<file path="src/rtl/aes_pkg.sv">
// Shared definitions for the byte-serial AES control path: state encoding,
// legal key-size bytes and the Nk -> Nr relation.
package aes_pkg;

  localparam int BLOCK_BYTES = 16;

  localparam logic [7:0] KEY128 = 8'd16;
  localparam logic [7:0] KEY192 = 8'd24;
  localparam logic [7:0] KEY256 = 8'd32;

  typedef enum logic [2:0] {
    ST_IDLE,
    ST_RD_DATA,
    ST_RD_KSIZE,
    ST_RD_KEY,
    ST_KEY_EXP,
    ST_ROUND,
    ST_DONE
  } state_e;

  // Nk of 4/6/8 words gives Nr of 10/12/14; never exceeds 4 bits.
  function automatic logic [3:0] NR_FROM_NK(input logic [3:0] nkWords);
    return nkWords + 4'd6;
  endfunction

  function automatic logic isKeySize(input logic [7:0] sizeByte);
    return (sizeByte == KEY128) || (sizeByte == KEY192) || (sizeByte == KEY256);
  endfunction

endpackage

</file>
<file path="src/rtl/aes_round_sequencer.sv">
// Control FSM for the byte-serial AES engine: collects block, key size and key
// bytes from the host, then sequences key expansion and the Nr+1 rounds.
module aes_round_sequencer
  import aes_pkg::*;
#(
  parameter int IDX_W = 5,
  parameter int RND_W = 4
) (
  input  logic             clk,
  input  logic             reset,
  input  logic             in_valid,
  input  logic [7:0]       in_byte,
  output logic             in_ready,
  input  logic             abort,
  output logic             blk_ld,
  output logic             key_ld,
  output logic [IDX_W-1:0] ld_idx,
  output logic [3:0]       nk,
  output logic             ks_start,
  input  logic             ks_done,
  output logic             rnd_start,
  output logic [RND_W-1:0] rnd_idx,
  output logic             rnd_final,
  input  logic             rnd_done,
  output logic             busy,
  output logic             done,
  output logic             err
);

  state_e           state_q, state_d;
  logic [IDX_W-1:0] cnt_q, cnt_d;
  logic [3:0]       nk_q, nk_d;
  logic [RND_W-1:0] rndIdx_q, rndIdx_d;
  logic             ksStart_q, ksStart_d;
  logic             rndStart_q, rndStart_d;
  logic             rndFinal_q, rndFinal_d;
  logic             done_q, done_d;
  logic             err_q, err_d;
  logic             busy_q, busy_d;

  logic             readState;
  logic             accept;
  logic [IDX_W-1:0] keyLastIdx;
  logic [3:0]       nrCur;
  logic [3:0]       nrNext;

  assign readState  = (state_q == ST_RD_DATA) || (state_q == ST_RD_KSIZE) ||
                      (state_q == ST_RD_KEY);
  assign in_ready   = readState && !abort;
  assign accept     = in_valid && in_ready;
  assign blk_ld     = accept && (state_q == ST_RD_DATA);
  assign key_ld     = accept && (state_q == ST_RD_KEY);
  assign ld_idx     = cnt_q;
  assign keyLastIdx = IDX_W'({nk_q, 2'b00} - 6'd1);
  assign nrCur      = NR_FROM_NK(nk_q);
  assign nrNext     = NR_FROM_NK(nk_d);

  always_comb begin
    state_d    = state_q;
    cnt_d      = cnt_q;
    nk_d       = nk_q;
    rndIdx_d   = rndIdx_q;
    ksStart_d  = 1'b0;
    rndStart_d = 1'b0;
    done_d     = 1'b0;
    err_d      = 1'b0;

    case (state_q)
      ST_IDLE: begin
        // The byte that wakes us up is left on the bus for RD_DATA to take.
        if (in_valid) begin
          state_d = ST_RD_DATA;
          cnt_d   = '0;
        end
      end
      ST_RD_DATA: begin
        if (accept) begin
          if (cnt_q == IDX_W'(BLOCK_BYTES - 1)) begin
            state_d = ST_RD_KSIZE;
            cnt_d   = '0;
          end else begin
            cnt_d = cnt_q + IDX_W'(1);
          end
        end
      end
      ST_RD_KSIZE: begin
        if (accept) begin
          if (isKeySize(in_byte)) begin
            nk_d    = in_byte[5:2];
            state_d = ST_RD_KEY;
            cnt_d   = '0;
          end else begin
            err_d   = 1'b1;
            state_d = ST_IDLE;
          end
        end
      end
      ST_RD_KEY: begin
        if (accept) begin
          if (cnt_q == keyLastIdx) begin
            state_d   = ST_KEY_EXP;
            ksStart_d = 1'b1;
            cnt_d     = '0;
          end else begin
            cnt_d = cnt_q + IDX_W'(1);
          end
        end
      end
      ST_KEY_EXP: begin
        if (!ksStart_q && ks_done) begin
          state_d    = ST_ROUND;
          rndIdx_d   = '0;
          rndStart_d = 1'b1;
        end
      end
      ST_ROUND: begin
        // A completion arriving alongside the start strobe belongs to nothing.
        if (!rndStart_q && rnd_done) begin
          if (rndIdx_q == RND_W'(nrCur)) begin
            state_d = ST_DONE;
            done_d  = 1'b1;
          end else begin
            rndIdx_d   = rndIdx_q + RND_W'(1);
            rndStart_d = 1'b1;
          end
        end
      end
      ST_DONE: begin
        state_d = ST_IDLE;
      end
      default: begin
        state_d = ST_IDLE;
      end
    endcase

    if (abort) begin
      state_d    = ST_IDLE;
      ksStart_d  = 1'b0;
      rndStart_d = 1'b0;
      done_d     = 1'b0;
      err_d      = 1'b0;
    end

    if (state_d == ST_IDLE) begin
      cnt_d    = '0;
      nk_d     = '0;
      rndIdx_d = '0;
    end

    rndFinal_d = (state_d == ST_ROUND) && (rndIdx_d == RND_W'(nrNext));
    busy_d     = (state_d != ST_IDLE);
  end

  always_ff @(posedge clk) begin
    if (!reset) begin
      state_q    <= ST_IDLE;
      cnt_q      <= '0;
      nk_q       <= '0;
      rndIdx_q   <= '0;
      ksStart_q  <= 1'b0;
      rndStart_q <= 1'b0;
      rndFinal_q <= 1'b0;
      done_q     <= 1'b0;
      err_q      <= 1'b0;
      busy_q     <= 1'b0;
    end else begin
      state_q    <= state_d;
      cnt_q      <= cnt_d;
      nk_q       <= nk_d;
      rndIdx_q   <= rndIdx_d;
      ksStart_q  <= ksStart_d;
      rndStart_q <= rndStart_d;
      rndFinal_q <= rndFinal_d;
      done_q     <= done_d;
      err_q      <= err_d;
      busy_q     <= busy_d;
    end
  end

  assign nk        = nk_q;
  assign ks_start  = ksStart_q;
  assign rnd_start = rndStart_q;
  assign rnd_idx   = rndIdx_q;
  assign rnd_final = rndFinal_q;
  assign done      = done_q;
  assign err       = err_q;
  assign busy      = busy_q;

endmodule
</file>
<file path="config.mk">
export PLATFORM = sky130hd
export DESIGN_NAME = aes_round_sequencer
export DESIGN_NICKNAME = d
export VERILOG_FILES = /design/src/rtl/aes_pkg.sv /design/src/rtl/aes_round_sequencer.sv
export SDC_FILE = /design/constraint.sdc
export NUM_CORES = 1
export LEC_CHECK = 0
export ABC_AREA = 1
export BUFFER_PORTS_ARGS = -buffer_cell sky130_fd_sc_hd__buf_2
export CORE_AREA = 2 2 53 65
export DETAILED_ROUTE_END_ITERATION = 16
export DIE_AREA = 0 0 55 67
export PLACE_DENSITY = 0.77
export SYNTH_ARGS = -nofsm -noshare
export SYNTH_HDL_FRONTEND = slang
export SYNTH_SLANG_ARGS = --single-unit
</file>
<file path="constraint.sdc">
create_clock -name clk -period 3.01 [get_ports clk]
set_input_delay 0.4515 -clock clk [delete_from_list [all_inputs] [get_ports clk]]
set_output_delay 0.4515 -clock clk [all_outputs]
set_load 0.005 [all_outputs]
</file>
; After elaboration in Yosys (flattened, before gate mapping)
; Cells that the tools add are included.
[totals]
input_bits = 14
ff_bits = 22
word_cells = 99
[classes]
eq_ne = 18
n_reduce_logical = 24
addsub = 5
bitwise = 6
n_mux = 36
[ops]
columns = op, count
row1 = two-way mux 5 bit, 7
row2 = two-way mux 4 bit, 8
row3 = two-way mux 3 bit, 10
row4 = case mux 5 bit (4 select lines), 1
row5 = case mux 3 bit (6 select lines), 1
row6 = == test 8 x 5 -> 1 bit (second input constant), 2
row7 = OR reduction 4 bit, 3
row8 = == test 3 bit (second input constant), 3
row9 = adder 4 x 3 -> 4 bit (second input constant), 2
row10 = == test 4 bit, 2
row11 = == test 8 x 6 -> 1 bit (second input constant), 1
row12 = != test 2 bit (second input constant), 4
row13 = case mux 4 bit (2 select lines), 1
row14 = logical AND 1 bit, 7
row15 = == test 3 x 2 -> 1 bit (second input constant), 2
row16 = zero test 3 bit, 2
row17 = two-way mux 1 bit, 6
row18 = NOT 1 bit, 6
row19 = AND reduction 6 bit, 1
row20 = adder 5 x 1 -> 5 bit (second input constant), 1
row21 = == test 5 x 4 -> 1 bit (second input constant), 1
row22 = == test 5 bit, 1
row23 = subtractor 5 x 1 -> 5 bit (second input constant), 1
row24 = adder 4 x 1 -> 4 bit (second input constant), 1
row25 = other kinds (9), 15

; Logic depth before layout (Yosys ltp)
[logic_depth]
word_depth = 13
mapped_depth = 21

; Worst setup path after synthesis
; Ideal clock, no wire load.
[synth_path]
path_kind = reg2reg
start = register nk_q[0] (netlist: nk[0])
end = register rndFinal_q (netlist: rnd_final)
t_arrival_ps = 2183
path_stages_with_launch = 21
required_ps = 2946
setup_slack_ps = 763
path_buffers = 0
path_cell_list = dfxtp_1 > inv_1 > ha_1 > inv_1 > nand2_1 > nand2_1 > nor2_1 > nand3_1 > nand2_1 > nand3_1 > nand2_1 > nand3_4 > nand2_1 > ha_1 > inv_1 > nand2_1 > nand2_1 > nand2_1 > nor2_1 > nand2_1 > nor2_1
[synth_via]
elab_chain_len = 11
elab_cells_between_ends = 23
cone_classes = 3 x add/sub / 4 x eq/ne / 14 x mux / 2 x reduce/logical
[synth_rtl]
columns = item, line_no
row1 = start: declaration, aes_round_sequencer.sv:32  ; logic [3:0] nk_q, nk_d;
row2 = start signal: assignment, aes_round_sequencer.sv:169  ; nk_q <= nk_d;
row3 = subtractor 5 x 1 -> 5 bit or adder 4 x 3 -> 4 bit (tied branches), "aes_round_sequencer.sv:54, aes_pkg.sv:23"
row4 = == test 5 bit or == test 4 bit (tied branches), "aes_round_sequencer.sv:100, aes_round_sequencer.sv:119"
row5 = two-way mux 3 bit (on tied branches), "aes_round_sequencer.sv:100, aes_round_sequencer.sv:119"
row6 = two-way mux 3 bit (on tied branches), "aes_round_sequencer.sv:99, aes_round_sequencer.sv:118"
row7 = case mux 3 bit (6 select lines), aes_round_sequencer.sv:68  ; case (state_q)
row8 = two-way mux 3 bit, aes_round_sequencer.sv:136  ; if (abort) begin
row9 = zero test 3 bit, aes_round_sequencer.sv:144  ; if (state_d == ST_IDLE) begin
row10 = two-way mux 4 bit, aes_round_sequencer.sv:144
row11 = adder 4 x 3 -> 4 bit, aes_pkg.sv:23  ; return nkWords + 4'd6;
row12 = == test 4 bit, aes_round_sequencer.sv:150  ; rndFinal_d = (state_d == ST_ROUND) && (rndIdx_d == RND_W'(nrNext));
row13 = logical AND 1 bit *, aes_round_sequencer.sv:150
row14 = end signal: assignment, aes_round_sequencer.sv:173  ; rndFinal_q <= rndFinal_d;
row15 = end: declaration, aes_round_sequencer.sv:36  ; logic rndFinal_q, rndFinal_d;
; Every way passes the cells marked *; elsewhere a longest branch is shown, timed or not.
; A chain may end at the register's enable or synchronous reset.

; Worst setup path after layout
[layout_path]
start = register nk_q[1] (netlist: nk[1])
end = register rndFinal_q (netlist: rnd_final)
; Same word-level chain as after synthesis.

==> flow_summary.ini <==
[floorplan]
num_rows = 22
pin_count = 36
die_y_um = 67
fp.dieArea_sq_um = 3685
core-area_sq_um = 3028
chipWidth_um = 55
initial_core_util = 0.5112

[cells_and_area]
final_core_util = 0.5876
nets = 312
synthToLayoutAreaGrowth_pct = 14.96
diodes = 0
fill_cells = 330
drive_gt1_frac = 0.1834
layout_commonest_cell = nand2_1
layout_common_cells = nand2_1, inv_1, buf_2

[run_status]
outcome = completed

[sta]
rsz0062_at_grt = false
finalHoldViolations = 0
timing.fmax_mhz = 398.6
fin_crit_sh = 0.8335
slew_viol_final = 0
max_slew_margin = 0.6069
finalSetupTns_ns = 0
finalSetupViolCount = 0
tightestPinTransition_ns = 0.5890
period_needed_ns = 2.509
clock_skew_ns = 0.001796

[cts]
ctsResizeCount = 0
postCtsHoldBufs = 0
clk_transition_reported_paths_ns = 0.12
root_buffer = clkbuf_4
numCtsBuffers = 3
cts_tree = done
htree_levels = 1
clock_path_buffers = 2
clkLatencyLatePin_ns = 0.30
cts_num_sinks = 22
post_cts_buffers = 0

[grt]
antenna_found_initial = 0
grt_max_degree = 12
grt_usage = 0.2121
grt_pass1_wl_mm = 5.630
grt_pass1_vias = 1336
grt_overflow_total = 0

[detailed_routing]
wl_per_cell_um = 11.10
dr.pass1.iters = 5
vias_per_cell = 5.015
drc = 0
wl_mm = 3.608
ant_nets = 0
num_vias = 1630
drt_iter0_drc = 35

[power_and_ir_drop]
peakVddDrop_mv = 0.2682
power.total_uw = 486.1
p_per_area_nw_per_um2 = 273.2
power.leakage_uw = 0.0009196

[synth]
synth_edf_count = 0
post_synth.cell_area_avg_sq_um = 6.142
synthArstFlopShare = 0
synth_ff_type = dfxtp_1
synth_top_area_cell = dfxtp_1
ys_ff_latch = 22
synth_cells = 252
mappedNetlistNets = 273
yosys-top-cells-area = dfxtp_1, nand2_1, inv_1
netlist_area_sq_um = 1548
synth.distinct_cells = 31
synth_largest_type_area_fraction = 0.2846
synth_seq_area_share = 0.2846
ys_warn_count = 0

[job]
cap_viol_max_count = 0

[placed_design]
port_buffers = 35
dp_hpwl_mm = 2.903
gp_congestion = 0.9036

[setup_path]
end_kind = flop
worstPathRequired_ns = 3.27
reg2reg_slack_ns = 0.50
reg2reg_from = nk[1]$_SDFF_PN0_
crit_fanout = 7
startpoint = nk[1]$_SDFF_PN0_
cp.arrival_ns = 2.77
cp-start-kind = flop
timing.rr.end = rnd_final$_SDFF_PN0_
crit_path_end = rnd_final$_SDFF_PN0_
r2r_cells = 20
critical_path_class = reg2reg

[min_path]
hold_path_class = in2reg
report_power, final:
| group | switching, uW | total, uW | internal (uW) | leakage [uW] |
|---|---|---|---|---|
| registers | 1.55 | 294 | 293 | 0.000177 |
| logic | 36.5 | 54.8 | 18.3 | 0.000728 |
| clock network | 90.2 | 137 | 46.7 | 0.0000138 |
| total | 128 | 486 | 358 | 0.000920 |
metrics by stage:
| step | area (sq um) | hold WS (ns) | instances | setup WS (ns) |
|---|---|---|---|---|
| 6_report | 1779 | 0.4508 | 325 | 0.5011 |
| 5_1_grt | 1779 | 0.4426 | 325 | 0.1935 |
| 4_1_cts | 1779 | 0.4401 | 325 | 0.5133 |
| 3_5_place_dp | 1757 | 0.4940 | 322 | 0.5327 |
| 3_3_place_gp | 1757 | 0.4910 | 322 | 0.5763 |
| 2_1_floorplan | 1548 | 0.4944 | 252 | 0.7632 |
how the worst min path moves through the flow:
stage,end,cells after the start,slack [ns],from
3_3_place_gp,ld_idx[1]$_SDFFE_PP0P_,2,0.49,ld_idx[1]$_SDFFE_PP0P_
3_5_place_dp,ld_idx[1]$_SDFFE_PP0P_,2,0.49,ld_idx[1]$_SDFFE_PP0P_
5_1_grt,state_q[2]$_SDFF_PN0_,3,0.44,reset
4_1_cts,state_q[2]$_SDFF_PN0_,3,0.44,reset
6_report,err$_SDFF_PP0_,3,0.45,in_valid
2_1_floorplan,ld_idx[1]$_SDFFE_PP0P_,2,0.49,ld_idx[1]$_SDFFE_PP0P_
sequential cells by signal, summed over array words and instances (netlist names), 3 cells and up:
signal   cells
nk           4
ld_idx       5
state_q      3
rnd_idx      4
metal layers:
| metal | GRT usage | vias to the layer above | wire length, um |
|---|---|---|---|
| met1 | 0.2676 | 704 | 1594 |
| met2 | 0.3586 | 53 | 1742 |
| met4 | 0.07622 | 0 | 55 |
| met5 | 0 | - | 0 |
| li1 | - | 867 | - |
| met3 | 0.02691 | 6 | 215 |
cell usage after synthesis, types with 2 or more instances:
| master | number |
|---|---|
| nor2_4 | 2 |
| nand3b_1 | 2 |
| nand2_2 | 2 |
| nand3_1 | 26 |
| ha_1 | 7 |
| nor3_1 | 2 |
| nand2_1 | 74 |
| a21oi_1 | 12 |
| nor2_2 | 2 |
| o21ai_0 | 4 |
| nor2_1 | 34 |
| dfxtp_1 | 22 |
| inv_1 | 41 |
| inv_2 | 3 |
| nand4_1 | 3 |
worst max-delay path, stage by stage (launching register included):
cell,delay [ns]
dfxtp_1,0.41
inv_1,0.08
ha_1,0.30
inv_1,0.04
nand2_1,0.05
nand2_1,0.04
nor2_1,0.22
nand3_1,0.11
nand2_1,0.09
nand3_1,0.09
nand2_1,0.13
nand3_4,0.13
nand2_1,0.11
ha_1,0.24
inv_1,0.06
nand2_1,0.05
nand2_1,0.05
nand2_1,0.05
nor2_1,0.08
nand2_1,0.05
nor2_1,0.07
cells by family (layout without fill, tap and decap cells):
logic type | count (synthesis) | after routing | synth area share
simple gates | 153 | 153 | 0.4511
buf+inv | 46 | 83 | 0.1164
compound gates | 22 | 22 | 0.08004
flops | 22 | 22 | 0.2846
fa+ha+maj | 7 | 7 | 0.05659
xor+xnor | 2 | 2 | 0.01132
layout make-up:
| class | count | area [sq um] | share of cell area |
|---|---|---|---|
| multi-input combinational | 184 | 927.1 | 0.5211 |
| sequential | 22 | 440.4 | 0.2475 |
| timing repair buffer | 35 | 175.2 | 0.09845 |
| inverter | 45 | 168.9 | 0.09494 |
| tap | 36 | 45.04 | 0.02532 |
| clock buffer | 3 | 22.52 | 0.01266 |
(Power assumes the default switching activity.)
